`src/rtl/fp_pkg.sv`:
```
// fp_pkg: shared definitions for the multi-cycle floating-point adder/subtractor.
//   state_t       : controller states, one cycle each
//   FP_EXP_W/MAN_W: default IEEE single-precision field widths
//   FP_EXP_ONES   : all-ones exponent for the default width (inf/NaN marker)
//   FP_BIAS       : exponent bias for the default width
//   exp_all_ones(): all-ones exponent value for any exponent width
package fp_pkg;

  typedef enum logic [2:0] {
    S_IDLE  = 3'd0,
    S_ALIGN = 3'd1,
    S_ADD   = 3'd2,
    S_NORM  = 3'd3,
    S_ROUND = 3'd4,
    S_DONE  = 3'd5
  } state_t;

  localparam int FP_EXP_W = 8;
  localparam int FP_MAN_W = 23;

  localparam int FP_EXP_ONES = (1 << FP_EXP_W) - 1;
  localparam int FP_BIAS     = (1 << (FP_EXP_W - 1)) - 1;

  function automatic int exp_all_ones(input int w);
    return (1 << w) - 1;
  endfunction

endpackage

```
`src/rtl/fp_lzc.sv`:
```
// fp_lzc: leading-zero counter.
//   din : vector to scan, MSB first
//   cnt : number of zeros above the most significant set bit (WIDTH when din==0)
module fp_lzc #(
  parameter int WIDTH = 27,
  parameter int CNT_W = $clog2(WIDTH + 1)
) (
  input  logic [WIDTH-1:0] din,
  output logic [CNT_W-1:0] cnt
);

  // Scanning upward lets the highest set bit win as the last assignment.
  always_comb begin
    cnt = CNT_W'(WIDTH);
    for (int i = 0; i < WIDTH; i++) begin
      if (din[i]) cnt = CNT_W'(WIDTH - 1 - i);
    end
  end

endmodule

```
`src/rtl/fp_addsub_mc.sv`:
```
// fp_addsub_mc: multi-cycle IEEE-style add/subtract, denormals flushed to zero.
// Pipeline of states IDLE->ALIGN->ADD->NORM->ROUND->DONE, one cycle each.
// Optional build macro: FP_ADDSUB_RNE_EN enables round-to-nearest-even in ROUND;
// without it ROUND truncates (latency unchanged).
// Ports:
//   clk, n_rst        : clock (rising edge), async active-low reset
//   start, mode       : request (sampled in IDLE only), 0 = op1+op2, 1 = op1-op2
//   op1, op2          : operands {sign, exp, man}
//   busy, done        : busy outside IDLE; done is a one-cycle pulse in DONE
//   result            : sum/difference, held until the next done
//   overflow/underflow/zero : status, held with result
//   dbg_state         : current controller state (state_t encoding)
//
// Handshake: a request is accepted on a rising edge where start=1 and busy=0;
// operands and mode are captured on that edge. Requests while busy=1 are
// dropped. done rises exactly 5 cycles after the accepting cycle and result
// and flags are valid from that cycle until the next done.
module fp_addsub_mc
  import fp_pkg::*;
#(
  parameter int EXP_W = FP_EXP_W,
  parameter int MAN_W = FP_MAN_W
) (
  input  logic                   clk,
  input  logic                   n_rst,
  input  logic                   start,
  input  logic                   mode,
  input  logic [EXP_W+MAN_W:0]   op1,
  input  logic [EXP_W+MAN_W:0]   op2,
  output logic                   busy,
  output logic                   done,
  output logic [EXP_W+MAN_W:0]   result,
  output logic                   overflow,
  output logic                   underflow,
  output logic                   zero,
  output logic [2:0]             dbg_state
);

  localparam int W   = 1 + EXP_W + MAN_W;
  localparam int M   = MAN_W + 1;          // mantissa with hidden bit
  localparam int XW  = M + 3;              // plus guard/round/sticky
  localparam int SW  = XW + 1;             // plus carry
  localparam int EW  = EXP_W + 2;          // signed exponent headroom
  localparam int LZW = $clog2(XW + 1);

  localparam logic [EXP_W-1:0]    EXP_ONES   = '1;
  localparam logic signed [EW-1:0] EXP_ONES_S = EW'(exp_all_ones(EXP_W));

  // ---------------- controller ----------------
  state_t state_q, state_d;

  always_ff @(posedge clk or negedge n_rst) begin
    if (!n_rst) state_q <= S_IDLE;
    else        state_q <= state_d;
  end

  always_comb begin
    state_d = state_q;
    busy    = 1'b1;
    done    = 1'b0;
    case (state_q)
      S_IDLE:  begin
        busy = 1'b0;
        if (start) state_d = S_ALIGN;
      end
      S_ALIGN: state_d = S_ADD;
      S_ADD:   state_d = S_NORM;
      S_NORM:  state_d = S_ROUND;
      S_ROUND: state_d = S_DONE;
      S_DONE:  begin
        done    = 1'b1;
        state_d = S_IDLE;
      end
      default: state_d = S_IDLE;
    endcase
  end

  assign dbg_state = state_q;

  // ---------------- datapath registers ----------------
  logic [W-1:0]           op_a_q, op_b_q;
  logic                   sign_q, eff_sub_q, special_q;
  logic [W-1:0]           special_val_q;
  logic [EXP_W-1:0]       exp_q;
  logic [XW-1:0]          a_al_q, b_al_q;
  logic [SW-1:0]          sum_q;
  logic [XW-1:0]          norm_q;
  logic signed [EW-1:0]   nexp_q;
  logic                   zero_q;
  logic [W-1:0]           result_q;
  logic                   ovf_q, unf_q, zero_flag_q;

  // ---------------- ALIGN ----------------
  logic [EXP_W-1:0]       a_exp, b_exp, big_exp, small_exp, diff;
  logic [MAN_W-1:0]       a_man, b_man;
  logic                   a_zero, b_zero, swap;
  logic [XW-1:0]          a_full, b_full, big_full, small_full, small_al;
  logic [2*XW-1:0]        wide;
  logic                   align_special;
  logic [W-1:0]           align_special_val;

  always_comb begin
    a_exp  = op_a_q[W-2:MAN_W];
    b_exp  = op_b_q[W-2:MAN_W];
    a_zero = (a_exp == '0);
    b_zero = (b_exp == '0);
    // Exponent 0 flushes the whole mantissa, hidden bit included.
    a_man  = a_zero ? '0 : op_a_q[MAN_W-1:0];
    b_man  = b_zero ? '0 : op_b_q[MAN_W-1:0];
    a_full = {~a_zero, a_man, 3'b000};
    b_full = {~b_zero, b_man, 3'b000};
    swap   = {b_exp, b_man} > {a_exp, a_man};

    big_exp    = swap ? b_exp  : a_exp;
    small_exp  = swap ? a_exp  : b_exp;
    big_full   = swap ? b_full : a_full;
    small_full = swap ? a_full : b_full;
    diff       = big_exp - small_exp;

    // Shift through a double-width window so everything shifted out of the
    // low half collapses into the sticky bit.
    wide = {small_full, {XW{1'b0}}} >> diff;
    if (int'(diff) >= MAN_W + 3)
      small_al = {{(XW-1){1'b0}}, |small_full};
    else
      small_al = wide[2*XW-1:XW] | {{(XW-1){1'b0}}, |wide[XW-1:0]};

    align_special     = 1'b0;
    align_special_val = op_a_q;
    if (a_exp == EXP_ONES) begin
      align_special     = 1'b1;
      align_special_val = op_a_q;
    end else if (b_exp == EXP_ONES) begin
      align_special     = 1'b1;
      align_special_val = op_b_q;
    end
  end

  // ---------------- NORM ----------------
  logic [LZW-1:0]         lzc;
  logic [XW-1:0]          norm_d;
  logic signed [EW-1:0]   nexp_d;

  fp_lzc #(.WIDTH(XW), .CNT_W(LZW)) u_lzc (
    .din (sum_q[XW-1:0]),
    .cnt (lzc)
  );

  always_comb begin
    if (sum_q[SW-1]) begin
      // Carry out: one right shift, the dropped bit folds into sticky.
      norm_d = {sum_q[SW-1:2], sum_q[1] | sum_q[0]};
      nexp_d = $signed({2'b00, exp_q}) + EW'(1);
    end else begin
      norm_d = sum_q[XW-1:0] << lzc;
      nexp_d = $signed({2'b00, exp_q}) - $signed(EW'(lzc));
    end
  end

  // ---------------- ROUND ----------------
  logic [M-1:0]           mant;
  logic                   round_up;
  logic [M:0]             mant_r;
  logic [MAN_W-1:0]       fman;
  logic signed [EW-1:0]   fexp;
  logic [W-1:0]           res_d;
  logic                   ovf_d, unf_d, zero_d;

`ifdef FP_ADDSUB_RNE_EN
  // Round up when above half, or exactly half with an odd LSB.
  assign round_up = norm_q[2] & (norm_q[1] | norm_q[0] | norm_q[3]);
`else
  logic unused_grs;
  assign unused_grs = ^norm_q[2:0];
  assign round_up   = 1'b0;
`endif

  always_comb begin
    mant   = norm_q[XW-1:3];
    mant_r = {1'b0, mant} + (M+1)'(round_up);
    // Mantissa carry from rounding means 10.000..., renormalise by one.
    fman   = mant_r[M] ? mant_r[M-1:1] : mant_r[MAN_W-1:0];
    fexp   = nexp_q + EW'(mant_r[M]);

    res_d = '0;
    ovf_d = 1'b0;
    unf_d = 1'b0;
    zero_d = 1'b0;
    if (special_q) begin
      res_d = special_val_q;
    end else if (zero_q) begin
      zero_d = 1'b1;
    end else if (nexp_q <= 0) begin
      res_d  = {sign_q, {(W-1){1'b0}}};
      unf_d  = 1'b1;
      zero_d = 1'b1;
    end else if (fexp >= EXP_ONES_S) begin
      res_d = {sign_q, EXP_ONES, {MAN_W{1'b0}}};
      ovf_d = 1'b1;
    end else begin
      res_d = {sign_q, fexp[EXP_W-1:0], fman};
    end
  end

  // ---------------- stage registers ----------------
  always_ff @(posedge clk or negedge n_rst) begin
    if (!n_rst) begin
      op_a_q        <= '0;
      op_b_q        <= '0;
      sign_q        <= 1'b0;
      eff_sub_q     <= 1'b0;
      special_q     <= 1'b0;
      special_val_q <= '0;
      exp_q         <= '0;
      a_al_q        <= '0;
      b_al_q        <= '0;
      sum_q         <= '0;
      norm_q        <= '0;
      nexp_q        <= '0;
      zero_q        <= 1'b0;
      result_q      <= '0;
      ovf_q         <= 1'b0;
      unf_q         <= 1'b0;
      zero_flag_q   <= 1'b0;
    end else begin
      case (state_q)
        S_IDLE: if (start) begin
          op_a_q <= op1;
          op_b_q <= {op2[W-1] ^ mode, op2[W-2:0]};
        end
        S_ALIGN: begin
          sign_q        <= swap ? op_b_q[W-1] : op_a_q[W-1];
          eff_sub_q     <= op_a_q[W-1] ^ op_b_q[W-1];
          exp_q         <= big_exp;
          a_al_q        <= big_full;
          b_al_q        <= small_al;
          special_q     <= align_special;
          special_val_q <= align_special_val;
        end
        S_ADD: begin
          sum_q <= eff_sub_q ? ({1'b0, a_al_q} - {1'b0, b_al_q})
                             : ({1'b0, a_al_q} + {1'b0, b_al_q});
        end
        S_NORM: begin
          norm_q <= norm_d;
          nexp_q <= nexp_d;
          zero_q <= (sum_q == '0);
        end
        S_ROUND: begin
          result_q    <= res_d;
          ovf_q       <= ovf_d;
          unf_q       <= unf_d;
          zero_flag_q <= zero_d;
        end
        default: ;
      endcase
    end
  end

  assign result    = result_q;
  assign overflow  = ovf_q;
  assign underflow = unf_q;
  assign zero      = zero_flag_q;

endmodule

```
`config.mk`:
```
export PLATFORM = sky130hd
export DESIGN_NAME = fp_addsub_mc
export DESIGN_NICKNAME = d
export VERILOG_FILES = /design/src/rtl/fp_pkg.sv /design/src/rtl/fp_lzc.sv /design/src/rtl/fp_addsub_mc.sv
export SDC_FILE = /design/constraint.sdc
export NUM_CORES = 1
export LEC_CHECK = 0
export BUFFER_PORTS_ARGS = -buffer_cell sky130_fd_sc_hd__buf_2
export CORE_ASPECT_RATIO = 0.5
export CORE_MARGIN = 1.5
export CORE_UTILIZATION = 41
export DETAILED_ROUTE_END_ITERATION = 12
export PLACE_DENSITY = 0.57
export SYNTH_ARGS = -nofsm -noshare
export SYNTH_HDL_FRONTEND = slang
export SYNTH_SLANG_ARGS = --single-unit
```
`constraint.sdc`:
```
create_clock -name clk -period 8.8 [get_ports clk]
set_clock_uncertainty 0.05 [all_clocks]
set_input_delay 0.44 -clock clk [delete_from_list [all_inputs] [get_ports clk]]
set_output_delay 0.44 -clock clk [all_outputs]
set_load 0.05 [all_outputs]
```
==> impl_metrics.toml <==
[routing]
met3_length_um = 5210
routedWlPerCell_um = 22.9
drc = 8
m1WireLength_um = 31500
met2_length_um = 25600
vias = 16600
top_layer = "met4"
drt_wl_total_um = 63200
firstDrtPassIters = 13
via_per_inst = 6.02
final_antenna_net_count = 0
detail_route.iter0.violations = 1952

[worst_setup_path]
start_kind = "register"
r2r_cells = 18
reg2reg_setup_slack_ns = 1.53
worstPathRequired_ns = 9.23
crit_path_cell_trace = "nor4_1 > nand2_1 > and2_1 > inv_1 > ha_1 > nand4_2 > nor3_4 > nand4_2 > nand2_2 > o22ai_2 > or4_4 > nand2_4 > mux2i_1 > mux4_2 > nand2_1 > a2111oi_0 > nor4bb_1 > o21ai_1"
cp_slowest_cell = "nand2_1"
worst-path-buf-inv = 1
timing.rr.end = "b_al_q[0]"
critPathKind = "reg2reg"
cp_max_fo = 36
worst_setup_path_end_kind = "register"
crit_family = "simple AND/OR/NAND/NOR gates"
timing.rr.start = "op_a_q[23]"
cp.arrival_ns = 7.70
crit_path_max_incr_delay_ns = 0.80

[logic_synthesis]
async_flop_share_pct = 100
synth.distinct_cells = 106
yosysWarnings = 0
ys_seq_area_share_pct = 35.1
yosys_register_bits = 258
synth_nets = 2270
post_synth_inst_count = 2138
syn_area_per_cell_um2 = 8.59
synth_enable_flop_cells = 0
yosys_most_used_dff = "dfrtp_1"
syn_area_um2 = 18400

[clock_tree]
htree_levels = 1
cts_sinks = 258
cts_setup_buffers = 0
clk_pin_slew_ns = 0.07
clock_tree.buffer_depth = 3
cts_tree = "built"
cts_buffers = 27
cts-root-buf = "clkbuf_16"
ctsResizeCount = 0
cts_hold_buf = 2
clk_latency_ns = 0.59

[sta]
tns_ns = 0
fmax_mhz = 137
rsz0062_at_grt = "no"
slew_headroom_pct = 17.9
setup_viol_count_final = 0
worst_pin_slew_ns = 1.23
finalCriticalPeriod_ns = 7.27
finalCritPeriodShare_pct = 82.7
finalMaxSlewViolations = 0
hold_viol = 0
finalWorstSetupSlack_ns = 1.53

[die]
die_x_um = 302
die_h_um = 153
ioPinCount = 108
start_util_pct = 41.9
core.rowCount = 54
dieArea_um2 = 46200
core_area_um2 = 43800

[run_status]
status = "finished, violations left"
violations = "DRC"

[global_route]
grt_max_degree = 174
grt_usage_pct = 27.3
grt_pass1_wl_um = 97300
grt_antenna_before_repair = 0
grt_overflow = 0
grt_pass1_vias = 15500

[cells_and_area]
layout-drive-gt1-share_pct = 15.2
layout_common_cells = "nand2_1 (290), dfrtp_1 (258), nor2_1 (254)"
final_common_cell = "nand2_1"
syn_to_final_growth_pct = 9.96
fin_cells = 2761
layout.nets = 2282

[placed_design]
finalWeightedCongestion = 0.956
dpl.hpwl_um = 47200
pre_cts_ws_ns = 1.71
io_buffers = 107
dp_cells = 2707

[flow_run]
timing.max_cap.violations = 0

[worst_hold_path]
min-delay-start = "op1[28]"
worstHoldPathCells = 3
hp-class = "in2reg"
hold_end = "op_a_q[28]"
[registers in the layout (all words and copies together), names as in the netlist]
register       flops
zero               1
op_a_q            32
sign_q             1
eff_sub_q          1
exp_q              8
special_q          1
sum_q             28
nexp_q            10
op_b_q            32
result            32
zero_q             1
a_al_q            24
overflow           1
underflow          1
norm_q            23
dbg_state          3
b_al_q            27
special_val_q     32
[worst max path at each step]
stage,from,slack (ns),cells past startpoint,to
finish,op_a_q[23],1.53,18,b_al_q[0]
global route,op_a_q[24],0.97,21,b_al_q[0]
floorplan,op_b_q[24],2.14,28,b_al_q[0]
global placement,op_a_q[23],1.91,21,b_al_q[0]
CTS,op_a_q[23],1.70,21,b_al_q[0]
detailed placement,op_a_q[24],1.71,21,b_al_q[0]
[final cells by class]
cell class / count / area (um2)
diodes: 2 / 5.00
well taps: 588 / 736
fillers: 4343 / 23700
repair buffers: 136 / 781
multi-input cells: 1657 / 11000
clock inverters: 16 / 151
clock buffers: 34 / 762
inverters: 70 / 263
flip-flops and latches: 258 / 6460
[tightest hold or removal path, stage by stage]
cell	delay (ns)
buf_2	0.08
nand2_1	0.04
o21ai_0	0.06
[metal layers]
metal	GRT usage, %	vias up
met5	0	-
met4	4.07	0
met3	4.70	71
met2	37.7	639
met1	44.2	8123
li1	-	7778
[Yosys cell counts, types with 10 or more instances]
library cell | instances | area share, %
inv_1 | 66 | 1.3
xnor2_1 | 39 | 1.9
xor2_1 | 20 | 0.95
o211ai_1 | 17 | 0.69
nor3_1 | 36 | 0.98
and2_1 | 12 | 0.41
clkbuf_1 | 106 | 2.2
and3_1 | 15 | 0.51
a22o_1 | 13 | 0.62
or3_1 | 11 | 0.37
a21o_1 | 13 | 0.53
a211oi_1 | 24 | 0.98
nor4_1 | 16 | 0.54
nand4_1 | 17 | 0.58
a31oi_1 | 38 | 1.3
mux2_2 | 79 | 4.8
a221oi_1 | 32 | 1.5
nand2_1 | 290 | 5.9
o31ai_1 | 13 | 0.53
buf_1 | 23 | 0.47
a21oi_1 | 105 | 2.9
ha_1 | 63 | 4.3
dfrtp_1 | 258 | 35
o21ai_1 | 16 | 0.44
mux4_2 | 15 | 1.8
o21ai_0 | 158 | 4.3
mux2i_1 | 123 | 6.7
buf_2 | 13 | 0.35
nand3_1 | 36 | 0.98
o41ai_1 | 10 | 0.48
nor2_1 | 255 | 5.2
[logic make-up after synthesis]
kind of cell	after synthesis	synth area share [%]
buffers and inverters	223	5.01
and+or+nand+nor	750	18.4
DFF	258	35.1
xor gates and xnor gates	60	2.90
adders and majority gates	64	4.40
muxes	221	13.6
AOI/OAI and AO/OA	562	20.5
[through the flow]
step | hold WS, ns | util, % | area, um2
floorplan | 0.0944 | - | 18400
global placement | 0.401 | 43.9 | 19300
detailed placement | 0.406 | 43.9 | 19300
CTS | 0.00489 | 46.0 | 20200
global route | 0.0174 | 46.0 | 20200
finish | 0.0115 | 46.1 | 20200
Power is left out: the tool's default activity adds up to more than one toggle a clock period on the data nets, which glitch-free logic cannot reach.
